===== src/rtl/ask_pkg.sv =====
// Shared constants, slicer state encoding and symbol-length helpers for the ASK receiver.
package ask_pkg;

    localparam int CARRIER_PERIOD = 50;
    localparam int BIT_PERIOD     = 5001;
    localparam int FULL_SCALE     = 102;
    localparam int AVG_WINDOWS    = 64;
    localparam int AVG_SHIFT      = $clog2(AVG_WINDOWS);

    localparam int SC_W  = 14;
    localparam int WIN_W = 9;
    localparam int WC_W  = $clog2(CARRIER_PERIOD);
    localparam int ACC_W = 14;

    localparam logic [1:0] MIX_OFF  = 2'b00;
    localparam logic [1:0] MIX_2ASK = 2'b01;
    localparam logic [1:0] MIX_4ASK = 2'b10;
    localparam logic [1:0] MIX_8ASK = 2'b11;

    typedef enum logic [1:0] {
        ST_IDLE,
        ST_SLICE,
        ST_EMIT,
        ST_SHIFT
    } slice_state_t;

    function automatic logic [SC_W-1:0] sym_len(input logic [1:0] k);
        return SC_W'(k) * SC_W'(BIT_PERIOD);
    endfunction

    // Complete carrier windows per symbol; the short tail window is never counted.
    function automatic logic [WIN_W-1:0] win_total(input logic [1:0] k);
        return WIN_W'(sym_len(k) / SC_W'(CARRIER_PERIOD));
    endfunction

endpackage


===== src/rtl/ask_peak_detector.sv =====
// Per-carrier-window running maximum of the ADC samples, with window-complete pulse and index.
module ask_peak_detector
    import ask_pkg::*;
(
    input  logic             clk,
    input  logic             rst,
    input  logic             restart,
    input  logic [7:0]       adc_data,
    output logic             window_done,
    output logic [7:0]       window_peak,
    output logic [WIN_W-1:0] window_idx
);

    logic [WC_W-1:0] wc;
    logic [7:0]      peak_q;

    // The peak includes the current sample, so the last sample of a window is never lost.
    assign window_peak = (adc_data > peak_q) ? adc_data : peak_q;
    assign window_done = (wc == WC_W'(CARRIER_PERIOD - 1));

    // NOTE: sequential state uses non-blocking assignments only, so every flop sees pre-edge values.
    always_ff @(posedge clk) begin
        if (rst || restart) begin
            wc         <= '0;
            peak_q     <= '0;
            window_idx <= '0;
        end else if (window_done) begin
            wc         <= '0;
            peak_q     <= '0;
            window_idx <= window_idx + WIN_W'(1);
        end else begin
            wc         <= wc + WC_W'(1);
            peak_q     <= window_peak;
        end
    end

endmodule


===== src/rtl/ask_demodulator.sv =====
// ASK receiver: symbol timer, trailing-window envelope average, threshold slicer and bit serializer.
module ask_demodulator
    import ask_pkg::*;
(
    input  logic       clk,
    input  logic       rst,
    input  logic [7:0] adc_data,
    input  logic [1:0] mix_mode,
    input  logic       sync_start,
    output logic       sym_valid,
    output logic [2:0] sym_data,
    output logic       bit_valid,
    output logic       bit_data,
    output logic [7:0] env_mean
);

    logic [1:0]       mix_q;
    logic [SC_W-1:0]  sc;
    logic [ACC_W-1:0] acc;
    logic             mode_on, mix_changed, restart_req, sym_end, win_restart, acc_en;
    logic             window_done;
    logic [7:0]       window_peak;
    logic [WIN_W-1:0] window_idx;

    slice_state_t state, state_n;
    logic [2:0]   step, step_n;
    logic [1:0]   sym_k, sym_k_n;
    logic [2:0]   sym_reg, sym_reg_n;
    logic         sym_valid_n, bit_valid_n, bit_data_n;
    logic [2:0]   sym_data_n;

    logic [2:0]   lvl_max;
    logic [12:0]  slice_lhs, slice_rhs;
    logic         slice_pass;
    logic [1:0]   bit_idx;

    assign mode_on     = (mix_mode != MIX_OFF);
    assign mix_changed = (mix_mode != mix_q);
    assign restart_req = sync_start || mix_changed;
    // A mode change opens a fresh symbol, so that cycle can never close one.
    assign sym_end     = mode_on && !mix_changed && (sc == sym_len(mix_mode) - SC_W'(1));
    assign win_restart = !mode_on || restart_req || sym_end;
    assign acc_en      = window_done && (window_idx >= win_total(mix_mode) - WIN_W'(AVG_WINDOWS));

    ask_peak_detector u_peak (
        .clk        (clk),
        .rst        (rst),
        .restart    (win_restart),
        .adc_data   (adc_data),
        .window_done(window_done),
        .window_peak(window_peak),
        .window_idx (window_idx)
    );

    always_ff @(posedge clk) begin
        if (rst) begin
            mix_q    <= MIX_OFF;
            sc       <= '0;
            acc      <= '0;
            env_mean <= '0;
        end else begin
            mix_q <= mix_mode;
            sc    <= win_restart ? '0 : sc + SC_W'(1);
            if (sym_end)
                env_mean <= acc[ACC_W-1:AVG_SHIFT];
            if (win_restart)
                acc <= '0;
            else if (acc_en)
                acc <= acc + ACC_W'(window_peak);
        end
    end

    // Threshold test: mean*2*(L-1) >= (2j-1)*FULL_SCALE, evaluated for j = step.
    assign lvl_max    = 3'((4'd1 << sym_k) - 4'd1);
    assign slice_lhs  = 13'(env_mean) * {9'd0, lvl_max, 1'b0};
    assign slice_rhs  = ({9'd0, step, 1'b0} - 13'd1) * 13'(FULL_SCALE);
    assign slice_pass = (slice_lhs >= slice_rhs) && (step <= lvl_max);
    assign bit_idx    = sym_k - 2'd1 - step[1:0];

    always_ff @(posedge clk) begin
        if (rst) begin
            state     <= ST_IDLE;
            step      <= '0;
            sym_k     <= '0;
            sym_reg   <= '0;
            sym_valid <= 1'b0;
            sym_data  <= '0;
            bit_valid <= 1'b0;
            bit_data  <= 1'b0;
        end else begin
            state     <= state_n;
            step      <= step_n;
            sym_k     <= sym_k_n;
            sym_reg   <= sym_reg_n;
            sym_valid <= sym_valid_n;
            sym_data  <= sym_data_n;
            bit_valid <= bit_valid_n;
            bit_data  <= bit_data_n;
        end
    end

    // NOTE: every signal gets a default before the case so no path leaves it unassigned (no latches).
    always_comb begin
        state_n     = state;
        step_n      = step;
        sym_k_n     = sym_k;
        sym_reg_n   = sym_reg;
        sym_valid_n = 1'b0;
        sym_data_n  = sym_data;
        bit_valid_n = 1'b0;
        bit_data_n  = bit_data;

        case (state)
            ST_IDLE: begin
                if (sym_end) begin
                    state_n   = ST_SLICE;
                    step_n    = 3'd1;
                    sym_k_n   = mix_mode;
                    sym_reg_n = '0;
                end
            end
            ST_SLICE: begin
                if (slice_pass)
                    sym_reg_n = step;
                if (step == 3'd7)
                    state_n = ST_EMIT;
                else
                    step_n = step + 3'd1;
            end
            ST_EMIT: begin
                sym_valid_n = 1'b1;
                sym_data_n  = sym_reg;
                state_n     = ST_SHIFT;
                step_n      = '0;
            end
            ST_SHIFT: begin
                bit_valid_n = 1'b1;
                bit_data_n  = sym_reg[bit_idx];
                if (step == 3'(sym_k) - 3'd1)
                    state_n = ST_IDLE;
                else
                    step_n = step + 3'd1;
            end
            default: state_n = ST_IDLE;
        endcase

        // Switching the receiver off drops any symbol still being sliced or shifted out.
        if (!mode_on) begin
            state_n     = ST_IDLE;
            sym_valid_n = 1'b0;
            bit_valid_n = 1'b0;
        end
    end

endmodule

===== config.mk =====
export PLATFORM = sky130hd
export DESIGN_NAME = ask_demodulator
export DESIGN_NICKNAME = d
export VERILOG_FILES = /design/src/rtl/ask_pkg.sv /design/src/rtl/ask_peak_detector.sv /design/src/rtl/ask_demodulator.sv
export SDC_FILE = /design/constraint.sdc
export NUM_CORES = 1
export LEC_CHECK = 0
export CORE_MARGIN = 2
export CORE_UTILIZATION = 30
export CTS_CLUSTER_DIAMETER = 200
export DETAILED_ROUTE_END_ITERATION = 7
export PLACE_DENSITY_LB_ADDON = 0.12
export SLEW_MARGIN = 20
export SYNTH_ARGS = -nofsm -noshare
export SYNTH_HDL_FRONTEND = slang
export SYNTH_SLANG_ARGS = --single-unit

===== constraint.sdc =====
create_clock -name clk -period 23 [get_ports clk]
set_input_delay 4.6 -clock clk [delete_from_list [all_inputs] [get_ports clk]]
set_output_delay 4.6 -clock clk [all_outputs]
set_load 0.05 [all_outputs]

==> impl_summary.txt, run 1 <==
----------------------------------------------------
[Power and ir drop]
  Peak supply drop ... 0.0000282 V
  Share of total power in combinational logic ... 18.5%
  Internal power of the cells ... 0.242 mW
  Power per unit of standard cell area ... 44.6 nW/um2
  Seq pwr share ... 40.0%
  Switching power summed over all nets ... 0.0933 mW
  Leakage power summed over all cells ... 3.15 nW
  Proportion of total power due to net switching ... 27.8%
  Clock share of power ... 41.5%

[Detailed routing]
  DRC ... 0
  Per-cell routed wire length ... 13.3 um
  Remaining antenna violation count ... 0
  Routed via count ... 5296
  Via/cell ratio ... 4.82
  Violation count after the first detailed-route iteration ... 215
  Number of search-and-repair iterations in the first detailed-routing pass ... 4
  Total wirelength of the detailed-routed design ... 14.7 mm

[Critical path]
  Critical Path Slowest Stage Cell ... sky130_fd_sc_hd__clkdlybuf4s50_1
  Critical Path Source Type ... input pin
  Arrival time worst endpoint ... 12.41 ns
  Data required time of the critical path ... 23.22 ns
  Most prevalent standard cell on the critical path ... sky130_fd_sc_hd__a21o_1
  R2r startpoint ... step[2]
  Worst stage delay on the critical path ... 0.68 ns
  Kind of capture point of the worst setup path ... flop
  Critical path origin ... mix_mode[0]
  Slack of the worst reg-to-reg path ... 17.74 ns
  Crit-path max FO ... 20
  Class of the most critical setup path ... input pin to flop

[Timing]
  Total Negative Setup Slacks ... 0 ns
  Clock skew after layout ... 0.00838 ns
  Setup repair after global routing missed its margin ... false
  Minimum clock period ... 12.19 ns
  Fraction of the cycle the final worst path needs ... 53.0%
  Slew at the pin closest to its max-slew limit ... 0.901 ns
  Relative slew margins ... 39.5%
  Count of pins over their slew limit ... 0
  Final-report setup violation count ... 0
  Highest achievable clock rate ... 82.1 MHz
  Hold violation count in the final report ... 0

[CTS]
  Root Driver ... sky130_fd_sc_hd__clkbuf_16
  Source-to-sink clock delay at the later pin of the worst-skew pair ... 0.34 ns
  TritonCTS sink count ... 77
  CTS hold repair buffers ... 0
  H-tree levels ... 3
  Post-cts repair resize count ... 0
  Maximum number of buffers from clock root to sink ... 2
  Number of clock buffers inserted by TritonCTS ... 9
  Clock transition time at the flip-flop clock pins of the worst setup and hold paths ... 0.06 ns
  Postcts setup bufs ... 0
  CTS tree ... yes

[Final layout]
  Final net count ... 933
  Storage element area ... 1540 um2
  Fin area ... 7520 um2
  Area growth from synthesis to layout ... 12.4%
  Multi-input combinational cell area ... 4770 um2
  # diodes ... 0
  Fill cells ... 2264
  Share of post-route cells with drive strength above 1 ... 5.62%
  Largest regs ... acc x14, sc x14, u_peak.window_idx x9
  Filler-free cell count of the finished design ... 1099

[Synth]
  Primary FF master, synth ... sky130_fd_sc_hd__dfxtp_1
  Number of distinct library cells after synthesis ... 75
  Fraction of post-synthesis cell area in the top cell type by area ... 23.1%
  Post-synthesis instance area ... 6690 um2
  Post-synthesis sequential area ratio ... 23.1%
  Synth warn ... 0
  Async SR Flop Fraction ... 0%
  Library cell with the largest summed area after synthesis ... sky130_fd_sc_hd__dfxtp_1
  Number of cells produced by synthesis ... 796
  EDFF count, synth ... 0
  Dominant cells by area after synthesis ... sky130_fd_sc_hd__dfxtp_1 23%, sky130_fd_sc_hd__ha_1 17%, sky130_fd_sc_hd__xnor2_1 5.4%, sky130_fd_sc_hd__nor2_1 5.1%, sky130_fd_sc_hd__mux2i_1 4.2%
  Average size of a mapped cell ... 8.40 um2
  Number of flip-flops and latches in the synthesized netlist ... 77
  Net count of the mapped netlist ... 913

[Placed design]
  Placed Cells incl. Taps ... 1085
  Dpl cell area ... 7240 um2
  Port Buf Inserts ... 26
  Final RePlAce weighted congestion ... 0.788
  Post-detail-place hpwl ... 11.2 mm

[Floorplanning]
  Width of the die ... 153 um
  Core area ... 21800 um2
  Total number of placement rows ... 54
  Die Height ... 153 um
  Starting utilization of the core area ... 30.6%
  Die ar. ... 23500 um2
  Number of top-level pins ... 27

[GRT]
  Pin count of the biggest net entering global routing ... 37
  First-pass GRT wire length ... 25.3 mm
  Number of global-route vias before repair ... 5084
  Remaining Overflow, GRT ... 0
  Initial antenna violation count ... 0
  Global Route Usage Sum ... 12.9%

[Min path]
  Worst min-delay path startpoint ... u_peak.wc[0]
  Worst hold path class ... flop to flop

[Job]
  Number of max-capacitance violations reported ... 0

[Run status]
  Result of the run ... complete, no violations

----------------------------------------------------
[worst max-delay path: cells and delay by family]
kind / cells / cell delay, ns
buffers and inverters: 2 / 1.06
AND/OR/NAND/NOR: 6 / 1.97
multiplexers: 3 / 0.55
AO/OA/AOI/OAI: 16 / 3.11
adder cells (fa/ha/maj): 3 / 1.09
[cells in the final DEF, fill, tap and decap left out, types with 6 or more instances in the layout]
cell type | netlist | layout
sky130_fd_sc_hd__nor2_1 | 90 | 90
sky130_fd_sc_hd__inv_1 | 71 | 71
sky130_fd_sc_hd__a211oi_1 | 6 | 6
sky130_fd_sc_hd__or3_1 | 10 | 10
sky130_fd_sc_hd__ha_1 | 91 | 91
sky130_fd_sc_hd__nand4_1 | 7 | 7
sky130_fd_sc_hd__nor3_1 | 16 | 16
sky130_fd_sc_hd__nor2b_1 | 16 | 16
sky130_fd_sc_hd__clkbuf_16 | 0 | 9
sky130_fd_sc_hd__fa_1 | 13 | 13
sky130_fd_sc_hd__mux2_2 | 7 | 7
sky130_fd_sc_hd__o21bai_1 | 10 | 10
sky130_fd_sc_hd__nand2b_1 | 15 | 15
sky130_fd_sc_hd__xnor2_1 | 41 | 41
sky130_fd_sc_hd__and3_1 | 7 | 7
sky130_fd_sc_hd__mux2i_1 | 28 | 28
sky130_fd_sc_hd__a21o_1 | 19 | 19
sky130_fd_sc_hd__o21ai_0 | 23 | 23
sky130_fd_sc_hd__dfxtp_1 | 77 | 77
sky130_fd_sc_hd__clkdlybuf4s50_1 | 0 | 26
sky130_fd_sc_hd__xor2_1 | 26 | 26
sky130_fd_sc_hd__nand3_1 | 16 | 16
sky130_fd_sc_hd__a21oi_1 | 41 | 41
sky130_fd_sc_hd__nand2_1 | 55 | 55
sky130_fd_sc_hd__and2_1 | 7 | 7
[stage by stage]
step | total power [mW] | util, % | setup slack, ns | hold WS, ns
final | 0.335 | 34.5 | 10.81 | 0.466
after global routing | 0.353 | 34.5 | 10.10 | 0.492
after CTS | 0.341 | 34.5 | 10.81 | 0.472
after detailed placement | 0.199 | 33.2 | 10.45 | 0.456
after global placement | 0.200 | 33.2 | 10.65 | 0.449
after floorplan | 0.184 | - | 12.31 | 0.434
[logic make-up after synthesis]
family	synth area share, %
adder cells (fa/ha/maj)	20.9
AO/OA/AOI/OAI	15.0
buffers and inverters	5.67
AND/OR/NAND/NOR	20.9
flip-flops	23.1
multiplexers	5.37
XOR/XNOR	9.11
[per-layer routing]
metal / track usage [%] / wire length (um)
met1: 17.9 / 7590
met2: 20.6 / 6520
met3: 2.24 / 381
met4: 3.17 / 160
met5: 0 / 0
[synth_stat cells (6+ instances only)]
master	number
sky130_fd_sc_hd__nand4_1	7
sky130_fd_sc_hd__ha_1	91
sky130_fd_sc_hd__nor2b_1	16
sky130_fd_sc_hd__nor2_1	90
sky130_fd_sc_hd__a211oi_1	6
sky130_fd_sc_hd__a21o_1	19
sky130_fd_sc_hd__nor3_1	16
sky130_fd_sc_hd__or3_1	10
sky130_fd_sc_hd__and3_1	7
sky130_fd_sc_hd__xnor2_1	41
sky130_fd_sc_hd__xor2_1	26
sky130_fd_sc_hd__clkbuf_1	14
sky130_fd_sc_hd__dfxtp_1	77
sky130_fd_sc_hd__mux2_2	7
sky130_fd_sc_hd__nand2_1	55
sky130_fd_sc_hd__mux2i_1	28
sky130_fd_sc_hd__fa_1	13
sky130_fd_sc_hd__a21oi_1	41
sky130_fd_sc_hd__inv_1	71
sky130_fd_sc_hd__o21ai_0	23
sky130_fd_sc_hd__nand2b_1	15
sky130_fd_sc_hd__nand3_1	16
sky130_fd_sc_hd__and2_1	7
sky130_fd_sc_hd__o21bai_1	10
[final timing paths]
| check | end | depth (start not counted) |
|---|---|---|
| hold reg to reg | u_peak.wc[0] | 1 |
| setup reg to reg | sym_reg[2] | 17 |
| hold / removal | u_peak.wc[0] | 1 |
| setup / recovery | acc[12] | 30 |
[final cells by class]
class	count	share of cell area, %
tap	280	4.66
sequential	77	20.5
timing repair buffer	31	3.96
inverter	73	3.68
clock inverter	4	0.682
clock buffer	10	3.05
multi-input combinational	624	63.5
[power by group through the flow]
stage | Clock, mW | Combinational (mW) | Sequential, mW
detailed placement | 0 | 0.0615 | 0.137
global route | 0.151 | 0.0685 | 0.134
floorplan | 0 | 0.0466 | 0.137
CTS | 0.145 | 0.0618 | 0.134
finish | 0.139 | 0.0620 | 0.134
global placement | 0 | 0.0625 | 0.137
Note: power is estimated with default switching activity, not from simulation.
==> run 2: changes to the inputs <==
==> constraint.sdc (replaced) <==
create_clock -name clk -period 10.54 [get_ports clk]
set_input_delay 2.108 -clock clk [delete_from_list [all_inputs] [get_ports clk]]
set_output_delay 2.108 -clock clk [all_outputs]
set_load 0.05 [all_outputs]
==> impl_summary.txt, run 2 (synthesis results as in run 1) <==
----------------------------------------------------
[Run status]
  Result of the run ... complete, no violations

[Final layout]
  Largest regs ... acc x14, sc x14, u_peak.window_idx x9
  Finished Core Util ... 34.7% (+0.24 points)
  Area growth from synthesis to layout ... 13.2%
  Final net count ... 936 (+0.32%)
  Share of post-route cells with drive strength above 1 ... 6.31% (+0.69 points)
  # diodes ... 0 (unchanged)
  Most common library cell in the layout ignoring fill and taps ... sky130_fd_sc_hd__ha_1
  Fin area ... 7570 um2 (+0.68%)
  Leading cell types in the layout, fill and taps excluded ... 91 x sky130_fd_sc_hd__ha_1, 90 x sky130_fd_sc_hd__nor2_1, 77 x sky130_fd_sc_hd__dfxtp_1

[Floorplanning]
  Starting utilization of the core area ... 30.6% (unchanged)
  Number of top-level pins ... 27 (unchanged)
  Die Height ... 153 um (unchanged)
  Die ar. ... 23500 um2 (unchanged)
  Total number of placement rows ... 54 (unchanged)
  Core area ... 21800 um2 (unchanged)
  Width of the die ... 153 um (unchanged)

[Detailed routing]
  Per-cell routed wire length ... 13.1 um (-1.7%)
  DRC ... 0 (unchanged)
  Violation count after the first detailed-route iteration ... 212 (-1.4%)
  Total wirelength of the detailed-routed design ... 14.5 mm (-1.3%)
  Routed via count ... 5270 (-0.49%)
  Via/cell ratio ... 4.77 (-0.94%)
  Number of search-and-repair iterations in the first detailed-routing pass ... 6 (+2)
  Remaining antenna violation count ... 0 (unchanged)

[Power and ir drop]
  Leakage power summed over all cells ... 3.18 nW (+1.1%)
  Peak supply drop ... 0.0000995 V (+250%)
  Switching power summed over all nets ... 0.212 mW (+130%)
  Internal power of the cells ... 0.535 mW (+120%)
  Seq pwr share ... 39.2% (-0.8 points)
  Clock share of power ... 42.6% (+1.1 points)
  Power per unit of standard cell area ... 98.7 nW/um2 (+120%)
  Proportion of total power due to net switching ... 28.4% (+0.56 points)
  Share of total power in combinational logic ... 18.2% (-0.3 points)
  Power after layout ... 0.747 mW (+120%)

[Critical path]
  Kind of capture point of the worst setup path ... flop
  Class of the most critical setup path ... input pin to flop
  Critical Path Slowest Stage Cell ... sky130_fd_sc_hd__clkdlybuf4s50_1
  Critical Path Source Type ... input pin
  Most prevalent standard cell on the critical path ... sky130_fd_sc_hd__a21o_1
  Data required time of the critical path ... 10.76 ns (-12.46 ns)
  Worst stage delay on the critical path ... 0.70 ns (+0.02 ns)
  Gate family responsible for the most delay along the worst path ... compound AO/OA/AOI/OAI gates
  Crit-path max FO ... 20 (unchanged)
  Arrival time worst endpoint ... 9.47 ns (-2.94 ns)
  Crit path buf inv count ... 3 (+1)

[CTS]
  Number of clock buffers inserted by TritonCTS ... 9 (unchanged)
  H-tree levels ... 3 (unchanged)
  CTS tree ... yes
  CTS hold repair buffers ... 0 (unchanged)
  Source-to-sink clock delay at the later pin of the worst-skew pair ... 0.34 ns (about the same)
  Clock transition time at the flip-flop clock pins of the worst setup and hold paths ... 0.07 ns (about the same)
  Postcts setup bufs ... 0 (unchanged)
  Post-cts repair resize count ... 0 (unchanged)
  Maximum number of buffers from clock root to sink ... 2 (unchanged)
  TritonCTS sink count ... 77 (unchanged)
  Root Driver ... sky130_fd_sc_hd__clkbuf_16

[Timing]
  Final-report setup violation count ... 0 (unchanged)
  Minimum clock period ... 9.25 ns
  Fraction of the cycle the final worst path needs ... 87.7%
  Count of pins over their slew limit ... 0 (unchanged)
  Setup repair after global routing missed its margin ... false
  Fin worst setup slack ... 1.29 ns (-9.52 ns)
  Slew at the pin closest to its max-slew limit ... 0.892 ns (-0.00880 ns)
  Clock skew after layout ... 0.0116 ns (+0.00318 ns)
  Hold violation count in the final report ... 0 (unchanged)
  Highest achievable clock rate ... 108 MHz
  Total Negative Setup Slacks ... 0 ns (unchanged)
  Relative slew margins ... 40.1% (+0.59 points)

[GRT]
  Initial antenna violation count ... 0 (unchanged)
  Number of global-route vias before repair ... 5137 (+1.0%)
  First-pass GRT wire length ... 25.2 mm (-0.30%)
  Remaining Overflow, GRT ... 0 (unchanged)
  Global Route Usage Sum ... 12.8% (-0.091 points)
  Pin count of the biggest net entering global routing ... 37 (unchanged)

[Placed design]
  Place WS ... 0.974 ns (-9.48 ns)
  Final RePlAce weighted congestion ... 0.788 (about the same)
  Port Buf Inserts ... 26 (unchanged)
  Post-detail-place hpwl ... 11.3 mm (+0.86%)
  Dpl cell area ... 7260 um2 (+0.31%)

[Job]
  Number of max-capacitance violations reported ... 0 (unchanged)

[Min path]
  Worst hold path class ... flop to flop

----------------------------------------------------
[run 2: path summary, 6_finish.rpt]
check / from / endpoint / depth (start not counted) / slack (ns)
worst max-delay path: mix_mode[0] / acc[2] / 31 / 1.29
worst min-delay path: u_peak.wc[0] / u_peak.wc[0] / 1 / 0.47
worst max register to register: sym_k[0] / sym_reg[2] / 23 / 5.21
worst min register to register: u_peak.wc[0] / u_peak.wc[0] / 1 / 0.47
[run 2: metal layers]
metal / GRT usage [%] / wire length [um] / vias up
li1: - / - / 2804
met4: 2.78 / 161 / 0
met1: 17.5 / 7480 / 2409
met5: 0 / 0 / -
met3: 2.50 / 318 / 14
met2: 20.8 / 6500 / 43
[run 2: through the flow]
step | instances | hold WS [ns]
2_1_floorplan | 796 | 0.434
3_3_place_gp | 1088 | 0.450
3_5_place_dp | 1088 | 0.456
4_1_cts | 1104 | 0.473
5_1_grt | 1104 | 0.491
6_report | 1104 | 0.465
[run 2: final cells by class]
type / instances / area, um2
fill: 2271 / 14300
clock inverter: 7 / 83.8
clock buffer: 9 / 225
multi-input combinational: 624 / 4770
tap: 280 / 350
timing repair buffer: 34 / 320
sequential: 77 / 1540
inverter: 73 / 277
[run 2: power groups by stage]
stage               logic [mW]  registers, mW  clock network (mW)
detailed placement       0.135          0.299                   0
global placement         0.137          0.299                   0
global route             0.151          0.293               0.345
finish                   0.136          0.293               0.318
floorplan                0.102          0.299                   0
CTS                      0.136          0.293               0.334
==> run 3: changes to the inputs <==
--- a/config.mk
+++ b/config.mk
@@ -10,7 +10,7 @@
 export CTS_CLUSTER_DIAMETER = 200
 export DETAILED_ROUTE_END_ITERATION = 7
 export PLACE_DENSITY_LB_ADDON = 0.12
-export SLEW_MARGIN = 20
+export SLEW_MARGIN = 30
 export SYNTH_ARGS = -nofsm -noshare
 export SYNTH_HDL_FRONTEND = slang
 export SYNTH_SLANG_ARGS = --single-unit
==> results of run 3 <==
No change in the layout: final DEF, timing and power equal those of run 2.
